==> config.mk <==
export PLATFORM = sky130hd
export DESIGN_NAME = pipe_stage_reg
export DESIGN_NICKNAME = d
export VERILOG_FILES = /design/src/rtl/pipe_pkg.sv /design/src/rtl/pipe_stage_slot.sv /design/src/rtl/pipe_stage_reg.sv
export SDC_FILE = /design/constraint.sdc
export NUM_CORES = 1
export LEC_CHECK = 0
export ABC_AREA = 1
export CAP_MARGIN = 5
export CORE_AREA = 2 2 252 204
export DETAILED_ROUTE_END_ITERATION = 16
export DIE_AREA = 0 0 254 206
export HOLD_SLACK_MARGIN = 0.03
export PLACE_DENSITY_LB_ADDON = 0.12
export SYNTH_ARGS = -nofsm -noshare
export SYNTH_HDL_FRONTEND = slang
export SYNTH_SLANG_ARGS = --single-unit
==> constraint.sdc <==
create_clock -name clk -period 1.5 [get_ports clk]
set_input_delay 0.375 -clock clk [delete_from_list [all_inputs] [get_ports clk]]
set_output_delay 0.375 -clock clk [all_outputs]
set_load 0.02 [all_outputs]
==> src/rtl/pipe_pkg.sv <==
`default_nettype none
// ============================================================================
//  Module      : pipe_pkg
//  Description : Shared constants for the generic inter-stage pipeline
//                register: control-bundle layout, FSM state encoding and
//                per-stage payload widths.
//  Revision    : 1.0  initial release
// ============================================================================
package pipe_pkg;

    // Control bundle width and bit positions (MSB first: RegWrite .. Branch)
    localparam int PIPE_CTRL_W  = 9;
    localparam int CTL_BRANCH   = 0;
    localparam int CTL_ALUOP0   = 1;
    localparam int CTL_ALUOP1   = 2;
    localparam int CTL_ALUSRC   = 3;
    localparam int CTL_REGDST   = 4;
    localparam int CTL_MEMWRITE = 5;
    localparam int CTL_MEMREAD  = 6;
    localparam int CTL_MEMTOREG = 7;
    localparam int CTL_REGWRITE = 8;

    // Stage occupancy encoding
    localparam logic [1:0] ST_EMPTY = 2'd0;
    localparam logic [1:0] ST_FULL  = 2'd1;
    localparam logic [1:0] ST_SKID  = 2'd2;

    typedef enum logic [1:0] {
        S_EMPTY = ST_EMPTY,
        S_FULL  = ST_FULL,
        S_SKID  = ST_SKID
    } pipe_state_e;

    // Payload widths of the classic five-stage boundaries
    localparam int IF_ID_DATA_W  = 64;
    localparam int ID_EX_DATA_W  = 128;
    localparam int EX_MEM_DATA_W = 80;
    localparam int MEM_WB_DATA_W = 72;
    localparam int PIPE_DATA_W   = 128;

endpackage : pipe_pkg
`default_nettype wire

==> src/rtl/pipe_stage_slot.sv <==
`default_nettype none
// ============================================================================
//  Module      : pipe_stage_slot
//  Description : One storage entry of a pipeline stage: valid flag plus
//                control and payload registers. Load captures a new entry,
//                drop invalidates it while keeping the payload visible.
//  Revision    : 1.0  initial release
// ============================================================================
module pipe_stage_slot
    import pipe_pkg::*;
#(
    parameter int CTRL_W = PIPE_CTRL_W,
    parameter int DATA_W = PIPE_DATA_W
) (
    input  logic              clk,
    input  logic              reset,
    input  logic              i_load,
    input  logic              i_drop,
    input  logic [CTRL_W-1:0] i_ctrl,
    input  logic [DATA_W-1:0] i_data,
    output logic              o_valid,
    output logic [CTRL_W-1:0] o_ctrl,
    output logic [DATA_W-1:0] o_data
);

    logic              r_valid;
    logic [CTRL_W-1:0] r_ctrl;
    logic [DATA_W-1:0] r_data;

    // Entry register: load wins over drop; drop leaves ctrl/data untouched
    always_ff @(posedge clk or negedge reset) begin
        if (!reset) begin
            r_valid <= 1'b0;
            r_ctrl  <= '0;
            r_data  <= '0;
        end else if (i_load) begin
            r_valid <= 1'b1;
            r_ctrl  <= i_ctrl;
            r_data  <= i_data;
        end else if (i_drop) begin
            r_valid <= 1'b0;
        end
    end

    assign o_valid = r_valid;
    assign o_ctrl  = r_ctrl;
    assign o_data  = r_data;

endmodule : pipe_stage_slot
`default_nettype wire

==> src/rtl/pipe_stage_reg.sv <==
`default_nettype none
// ============================================================================
//  Module      : pipe_stage_reg
//  Description : Parametrised inter-stage pipeline register with valid/ready
//                handshake, 2-entry skid buffer and flush (bubble insert).
//                Control bits read as zero whenever no instruction is held.
//                Optional macro PIPE_STAGE_PERF_EN adds stall_cnt/bubble_cnt.
//  Revision    : 1.0  initial release
// ============================================================================
module pipe_stage_reg
    import pipe_pkg::*;
#(
    parameter int CTRL_W = PIPE_CTRL_W,
    parameter int DATA_W = PIPE_DATA_W
) (
    input  logic              clk,
    input  logic              reset,
    input  logic              flush,
    input  logic              in_valid,
    output logic              in_ready,
    input  logic [CTRL_W-1:0] in_ctrl,
    input  logic [DATA_W-1:0] in_data,
    output logic              out_valid,
    input  logic              out_ready,
    output logic [CTRL_W-1:0] out_ctrl,
    output logic [DATA_W-1:0] out_data
`ifdef PIPE_STAGE_PERF_EN
    ,
    output logic [31:0]       stall_cnt,
    output logic [31:0]       bubble_cnt
`endif
);

    pipe_state_e       r_state;
    pipe_state_e       w_next_state;
    logic              r_in_ready;
    logic              w_accept;
    logic              w_issue;
    logic              w_main_load;
    logic              w_main_drop;
    logic              w_skid_load;
    logic              w_skid_drop;
    logic [CTRL_W-1:0] w_main_ctrl_d;
    logic [DATA_W-1:0] w_main_data_d;
    logic              w_main_valid;
    logic [CTRL_W-1:0] w_main_ctrl;
    logic [DATA_W-1:0] w_main_data;
    logic              w_skid_valid;
    logic [CTRL_W-1:0] w_skid_ctrl;
    logic [DATA_W-1:0] w_skid_data;

    assign w_accept = in_valid & r_in_ready & ~flush;
    assign w_issue  = w_main_valid & out_ready;

    // Main refills from the skid entry whenever one is parked there
    assign w_main_ctrl_d = w_skid_valid ? w_skid_ctrl : in_ctrl;
    assign w_main_data_d = w_skid_valid ? w_skid_data : in_data;

    pipe_stage_slot #(.CTRL_W(CTRL_W), .DATA_W(DATA_W)) u_main (
        .clk     (clk),
        .reset   (reset),
        .i_load  (w_main_load),
        .i_drop  (w_main_drop),
        .i_ctrl  (w_main_ctrl_d),
        .i_data  (w_main_data_d),
        .o_valid (w_main_valid),
        .o_ctrl  (w_main_ctrl),
        .o_data  (w_main_data)
    );

    pipe_stage_slot #(.CTRL_W(CTRL_W), .DATA_W(DATA_W)) u_skid (
        .clk     (clk),
        .reset   (reset),
        .i_load  (w_skid_load),
        .i_drop  (w_skid_drop),
        .i_ctrl  (in_ctrl),
        .i_data  (in_data),
        .o_valid (w_skid_valid),
        .o_ctrl  (w_skid_ctrl),
        .o_data  (w_skid_data)
    );

    // State register and registered ready (ready drops only when both entries fill)
    always_ff @(posedge clk or negedge reset) begin
        if (!reset) begin
            r_state    <= S_EMPTY;
            r_in_ready <= 1'b1;
        end else begin
            r_state    <= w_next_state;
            r_in_ready <= (w_next_state != S_SKID);
        end
    end

    // Next-state and slot load/drop decode; flush empties both entries
    always_comb begin
        w_next_state = r_state;
        w_main_load  = 1'b0;
        w_main_drop  = 1'b0;
        w_skid_load  = 1'b0;
        w_skid_drop  = 1'b0;
        if (flush) begin
            w_next_state = S_EMPTY;
            w_main_drop  = 1'b1;
            w_skid_drop  = 1'b1;
        end else begin
            case (r_state)
                S_EMPTY: begin
                    if (w_accept) begin
                        w_next_state = S_FULL;
                        w_main_load  = 1'b1;
                    end
                end
                S_FULL: begin
                    if (w_accept && w_issue) begin
                        w_main_load  = 1'b1;
                    end else if (w_accept) begin
                        w_next_state = S_SKID;
                        w_skid_load  = 1'b1;
                    end else if (w_issue) begin
                        w_next_state = S_EMPTY;
                        w_main_drop  = 1'b1;
                    end
                end
                S_SKID: begin
                    if (w_issue) begin
                        w_next_state = S_FULL;
                        w_main_load  = 1'b1;
                        w_skid_drop  = 1'b1;
                    end
                end
                default: begin
                    w_next_state = S_EMPTY;
                    w_main_drop  = 1'b1;
                    w_skid_drop  = 1'b1;
                end
            endcase
        end
    end

    assign in_ready  = r_in_ready;
    assign out_valid = w_main_valid;
    assign out_ctrl  = w_main_valid ? w_main_ctrl : '0;
    assign out_data  = w_main_data;

`ifdef PIPE_STAGE_PERF_EN
    logic [31:0] r_stall_cnt;
    logic [31:0] r_bubble_cnt;

    // Free-running performance counters; wrap naturally, unaffected by flush
    always_ff @(posedge clk or negedge reset) begin
        if (!reset) begin
            r_stall_cnt  <= '0;
            r_bubble_cnt <= '0;
        end else begin
            if (w_main_valid && !out_ready) begin
                r_stall_cnt <= r_stall_cnt + 32'd1;
            end
            if (!w_main_valid) begin
                r_bubble_cnt <= r_bubble_cnt + 32'd1;
            end
        end
    end

    assign stall_cnt  = r_stall_cnt;
    assign bubble_cnt = r_bubble_cnt;
`endif

`ifndef SYNTHESIS
    logic              r_chk_hold;
    logic [CTRL_W-1:0] r_chk_ctrl;
    logic [DATA_W-1:0] r_chk_data;

    // Remember a stalled upstream beat so its stability can be checked next edge
    always_ff @(posedge clk or negedge reset) begin
        if (!reset) begin
            r_chk_hold <= 1'b0;
            r_chk_ctrl <= '0;
            r_chk_data <= '0;
        end else begin
            r_chk_hold <= in_valid & ~r_in_ready & ~flush;
            r_chk_ctrl <= in_ctrl;
            r_chk_data <= in_data;
        end
    end

    // Upstream must not change a beat that is still waiting for ready
    always @(posedge clk) begin
        if (reset && r_chk_hold && in_valid) begin
            assert (in_ctrl == r_chk_ctrl && in_data == r_chk_data);
        end
    end
`endif

endmodule : pipe_stage_reg
`default_nettype wire
==> impl_metrics.tcl, run 1 <==
set metrics [dict create \
    grt_pass1_vias 11150 \
    die-width_um 254 \
    hold_class "in2async" \
    finClkSkew_ps 16.2 \
    rsz0062_at_grt "true" \
    synthMuxAreaShare 0 \
    clkLatencyLatePin_ps 530 \
    vias 11679 \
    post_dp_cell_area_um2 16300 \
    fmax_ghz 0.577 \
    core-area_um2 50200 \
    synth_top_area_share 0.564 \
    drv_cap 0 \
    grt_first_pass_wirelength_mm 65.3 \
    fin_nets 2047 \
    grt_overflow 0 \
    r2r_start "u_main.o_valid$_DFFE_PN0P_" \
    cts.sinks 279 \
    cp-end-kind "output port" \
    startpoint_type "flop" \
    max_stage_delay_ps 440 \
    r2r_slack_ps -210 \
    hold_slack_ps 277 \
    synth_xor_area_frac 0 \
    fin_crit_sh 1.16 \
    clkTransAtPathRegs_ps 60 \
    portBuffers 280 \
    viasPerCell 4.47 \
    multi_input_area_um2 5330 \
    crit_fanout 4 \
    die_y_um 206 \
    ff_latch_area_um2 6990 \
    fin_ws_ps -233 \
    cpMaxStageDelayCell "dfrtp_2" \
    p_leak_nw 9.86 \
    dieArea_um2 52300 \
    drt_wl_total_mm 49.1 \
    synth_top_family_by_area "simple AND/OR/NAND/NOR gates" \
    synth-seq-area-share 0.566 \
    start_util 0.246 \
    wl_per_cell_um 18.8 \
    synth_area_um2 12300 \
    area_growth_pct 63.1 \
    synth_top_area_cell "dfrtp_1" \
    powerDensity_nw_per_um2 1340 \
    max-slew-margin-rel 0.588 \
    reg2reg_to "u_main.o_data[120]$_DFFE_PN0P_" \
    grt_max_degree 76 \
    top_level_ports 281 \
    hold_violations 0 \
    hpwl_mm 24.9 \
    drive_gt1_frac 0.299 \
    dp_slack_ps -496 \
    synth_fa_ha_area_frac 0 \
    synth.distinct_cells 14 \
    rr_worst_depth 9 \
    antenna_found_initial 2 \
    grt_usage 0.161 \
    root_buffer "clkbuf_16" \
    ir_drop_mv 0.662 \
    final.min_clock_period_ps 1730 \
    drt_pass1_iterations 5 \
    cts_tree "built" \
    worstSetupPathType "reg2out" \
    ant_nets 0 \
    max_slew.worst_pin.slew_ps 619 \
    fillers 5106 \
    route.detailed.drc 0 \
    h-tree-depth 2 \
    status "complete, but fails checks" \
    fin_cells 2611 \
    critPathRequiredTime_ps 1120 \
    routabilityCongestion 0.728 \
    synthCells 1529 \
    cp.arrival_ps 1360 \
    final_area_um2 20100 \
    violations "setup timing" \
    drtIter0Drc 757 \
    synth_compound_area_frac 0.113 \
    crit_top_cell "buf_6" \
    cts_inserted_buffers 35 \
    ctsLongestPathBuffers 3 \
    rows 74 \
    ys_warn_count 0 \
    placed_cells 2443 \
    path_cells "buf_6 > buf_4 > buf_6" \
    ys_seq_elements 279 \
    synth.net_count 1671 \
    synthSimpleGateAreaFrac 0.232 \
    slew_viol_final 0 \
    synth_area_leaders "dfrtp_1 (56%), nand2_1 (17%), o21ai_0 (6.8%)" \
    finalSetupTns_ps -42650 \
    setup_violations 290 \
    synth_area_per_cell_um2 8.07 \
]
-- what timing repair did --
action / in CTS / in global routing
setup buffers: 26 / 28
gates resized for setup: 794 / 286
setup endpoints to repair: 414 / 336
pin swaps: 3 / 6
hold buffers: 1 / 0
hold endpoints to repair: 121 / 0
gates cloned: 16 / 45
-- cells in the final DEF, fill, tap and decap left out, drive strengths merged --
cell type	n
a21oi	3
buf	273
bufinv	1
clkbuf	82
clkdlybuf4s50	140
clkinv	1
clkinvlp	2
dfrtp	278
dfstp	1
diode	1
dlygate4sd3	1
inv	151
nand2	569
nand3	141
nand4	1
nor2	6
o21ai	276
-- where the power goes --
part | total (mW) | switching, mW | internal (mW)
Sequential | 11.1 | 1.57 | 9.55
Clock | 8.40 | 3.39 | 5.02
Combinational | 7.53 | 3.89 | 3.63
-- logic make-up after synthesis --
family / count (synthesis)
buffers and inverters: 256
AO/OA/AOI/OAI: 279
flip-flops: 279
AND/OR/NAND/NOR: 715
-- worst max-delay path: cells and delay by family, from the launching register on --
kind | cells | cell delay, ps
buffers and inverters | 3 | 390
flip-flops | 1 | 440
-- cell usage after synthesis --
library cell / n
inv_1: 148
nand2_1: 567
nand4_1: 1
a21oi_1: 3
clkbuf_1: 19
dfrtp_1: 278
o21ai_1: 109
o21ai_0: 167
buf_4: 9
nand3_1: 141
nor2_1: 6
dfstp_2: 1
buf_2: 78
inv_2: 2
-- sequential cells by signal, indices dropped and copies added, names as in the netlist --
signal          flops
in_ready            1
r_state             2
u_main.o_ctrl       9
u_main.o_data     128
u_main.o_valid      1
u_skid.o_ctrl       9
u_skid.o_data     128
u_skid.o_valid      1
-- metal layers --
layer | up-vias | GRT usage | part of all wire
met5 | - | 0 | 0.00020
met4 | 2 | 0.0424 | 0.020
met3 | 60 | 0.0305 | 0.054
met2 | 308 | 0.251 | 0.46
met1 | 5689 | 0.228 | 0.47
li1 | 5620 | - | -
-- layout make-up --
class                   instances  share of cell area
diodes                          1            0.000124
clock buffers                  53              0.0525
well taps                     684              0.0426
flip-flops and latches        279               0.347
clock inverters                 5             0.00305
multi-input cells             996               0.265
repair buffers                443               0.261
inverters                     150              0.0285
-- metrics by stage --
step                utilization  total power [mW]
floorplan                     -              13.8
global placement          0.325              17.0
detailed placement        0.325              17.1
CTS                       0.361              25.8
global route              0.401              28.7
finish                    0.401              27.0
-- worst max-delay path by stage --
stage | start | end | cells after the start
3_3_place_gp | out_ready | u_skid.o_data[14]$_DFFE_PN0P_ | 6
6_report | u_main.o_valid$_DFFE_PN0P_ | out_valid | 3
2_1_floorplan | in_ready$_DFF_PN1_ | u_main.o_data[0]$_DFFE_PN0P_ | 9
4_1_cts | u_main.o_valid$_DFFE_PN0P_ | out_ctrl[7] | 4
5_1_grt | u_main.o_valid$_DFFE_PN0P_ | u_main.o_data[9]$_DFFE_PN0P_ | 9
3_5_place_dp | out_ready | u_skid.o_data[8]$_DFFE_PN0P_ | 6
Note: power is estimated with default switching activity, not from simulation.
==> run 2, diff against run 1 <==
--- a/config.mk
+++ b/config.mk
@@ -7,9 +7,10 @@
 export LEC_CHECK = 0
 export ABC_AREA = 1
 export CAP_MARGIN = 5
-export CORE_AREA = 2 2 252 204
+export CORE_AREA = 5 5 255 207
 export DETAILED_ROUTE_END_ITERATION = 16
-export DIE_AREA = 0 0 254 206
+export DIE_AREA = 0 0 260 212
+export GPL_TIMING_DRIVEN = 0
 export HOLD_SLACK_MARGIN = 0.03
 export PLACE_DENSITY_LB_ADDON = 0.12
 export SYNTH_ARGS = -nofsm -noshare
==> run 2 against run 1 <==
Compared with the run above: critical path type unchanged; the run ends with hold timing, setup timing left; combinational power shrank 24%; largest cell class unchanged; design area shrank 13%; critical path depth grew 1; worst hold slack lost 410 ps; largest power group unchanged.
==> impl_metrics.tcl, run 2 (synthesized netlist as in run 1, its figures left out) <==
set metrics [dict create \
    path_cells "buf_8 > nand2_2 > inv_2 > buf_6" \
    p_leak_nw 8.85 \
    fmax_ghz 0.567 \
    portBuffers 280 \
    worstSetupPathType "reg2out" \
    critPathRequiredTime_ps 1120 \
    layout_common_cells "nand2_1 (554), dfrtp_1 (276), o21ai_0 (161)" \
    hold_violations 92 \
    final.min_clock_period_ps 1760 \
    grt_overflow 0 \
    die-width_um 260 \
    powerDensity_nw_per_um2 1420 \
    die_y_um 212 \
    drt_wl_total_mm 42.5 \
    placed_cells 2495 \
    max_slew.worst_pin.slew_ps 781 \
    cp-end-kind "output port" \
    top_level_ports 281 \
    final_util 0.347 \
    clkTransAtPathRegs_ps 60 \
    fin_ws_ps -262 \
    start_util 0.245 \
    finalSetupTns_ps -37870 \
    root_buffer "clkbuf_16" \
    hpwl_mm 29.6 \
    ir_drop_mv 0.522 \
    critPathTopFamily "flip-flops" \
    core-area_um2 50300 \
    diodes 0 \
    fin_crit_sh 1.17 \
    viasPerCell 4.34 \
    fin_nets 1993 \
    vias 11119 \
    ant_nets 0 \
    grt_pass1_vias 11133 \
    dieArea_um2 55100 \
    routabilityCongestion 0.751 \
    drv_cap 0 \
    wl_per_cell_um 16.6 \
    antenna_found_initial 5 \
    hold_class "in2async" \
    status "complete, but fails checks" \
    drtIter0Drc 676 \
    startpoint_type "flop" \
    area_growth_pct 41.2 \
    post_dp_cell_area_um2 16100 \
    slew_viol_final 0 \
    ff_latch_area_um2 6990 \
    fin_cells 2561 \
    multi_input_area_um2 4350 \
    clkLatencyLatePin_ps 530 \
    grt_max_degree 99 \
    drive_gt1_frac 0.114 \
    cts_tree "built" \
    grt_first_pass_wirelength_mm 65.8 \
    grt_usage 0.151 \
    crit_fanout 5 \
    cts_inserted_buffers 34 \
    violations "hold timing, setup timing" \
    max-slew-margin-rel 0.480 \
    cpMaxStageDelayCell "dfrtp_2" \
    drt_pass1_iterations 5 \
    max_stage_delay_ps 470 \
    finClkSkew_ps 14.2 \
    route.detailed.drc 0 \
    path_buf_inv 3 \
    hold_slack_ps -133 \
    ctsLongestPathBuffers 3 \
    fillers 5323 \
    layout_commonest_cell "nand2_1" \
    cp.arrival_ps 1390 \
    rsz0062_at_grt "true" \
    dp_slack_ps -1320 \
    cts.sinks 279 \
    rows 74 \
    setup_violations 373 \
    final_area_um2 17400 \
    h-tree-depth 2 \
]
[run 2: layout make-up]
cell class,count,share of cell area
multi-input cells,994,0.250
clock inverters,8,0.00287
repair buffers,286,0.155
flip-flops and latches,279,0.401
plain buffers,106,0.0466
inverters,150,0.0323
well taps,684,0.0491
clock buffers,54,0.0631
[run 2: worst reg2reg max path: cells and delay by family, from the launching register on]
family / cells / cell delay [ps]
simple gates: 7 / 650
buf+inv: 2 / 370
flops: 1 / 550
[run 2: layer usage]
| metal | share of wire | global-route usage |
|---|---|---|
| met1 | 0.48 | 0.220 |
| met2 | 0.44 | 0.227 |
| met3 | 0.060 | 0.0360 |
| met4 | 0.020 | 0.0401 |
| met5 | 0.0013 | 0 |
[run 2: power by group]
| group | total, mW | leakage (nW) | internal, mW | switching (mW) |
|---|---|---|---|---|
| Clock | 8.38 | 0.576 | 5.05 | 3.33 |
| Sequential | 10.6 | 3.52 | 9.54 | 1.10 |
| Combinational | 5.73 | 4.76 | 2.33 | 3.40 |
[run 2: metrics by stage]
step / power [mW] / hold WS, ps
2_1_floorplan: 13.8 / 79.4
3_3_place_gp: 17.0 / 456
3_5_place_dp: 17.0 / 458
4_1_cts: 25.2 / -116
5_1_grt: 26.3 / -76.3
6_report: 24.7 / -133
[run 2: final timing paths]
path | startpoint | to | slack (ps) | depth (start not counted)
max in group asynchronous | reset | u_skid.o_data[88]$_DFFE_PN0P_ | 590 | 2
worst max register to register | in_ready$_DFF_PN1_ | u_main.o_data[31]$_DFFE_PN0P_ | -170 | 9
min in group clk | in_data[53] | u_skid.o_data[53]$_DFFE_PN0P_ | 410 | 3
worst max-delay path | u_main.o_valid$_DFFE_PN0P_ | out_ctrl[7] | -260 | 4
worst min register to register | u_main.o_data[1]$_DFFE_PN0P_ | u_main.o_data[1]$_DFFE_PN0P_ | 460 | 2
worst min-delay path | reset | u_main.o_data[15]$_DFFE_PN0P_ | -130 | 1
[run 2: repair_timing]
| item | 4_1_cts | 5_1_grt |
|---|---|---|
| pin swaps | 3 | 0 |
| endpoints found under the setup margin | 417 | 417 |
| setup buffers | 3 | 0 |
| endpoints found under the hold margin | 92 | 92 |
| resized for setup | 309 | 55 |
| cloned | 1 | 0 |
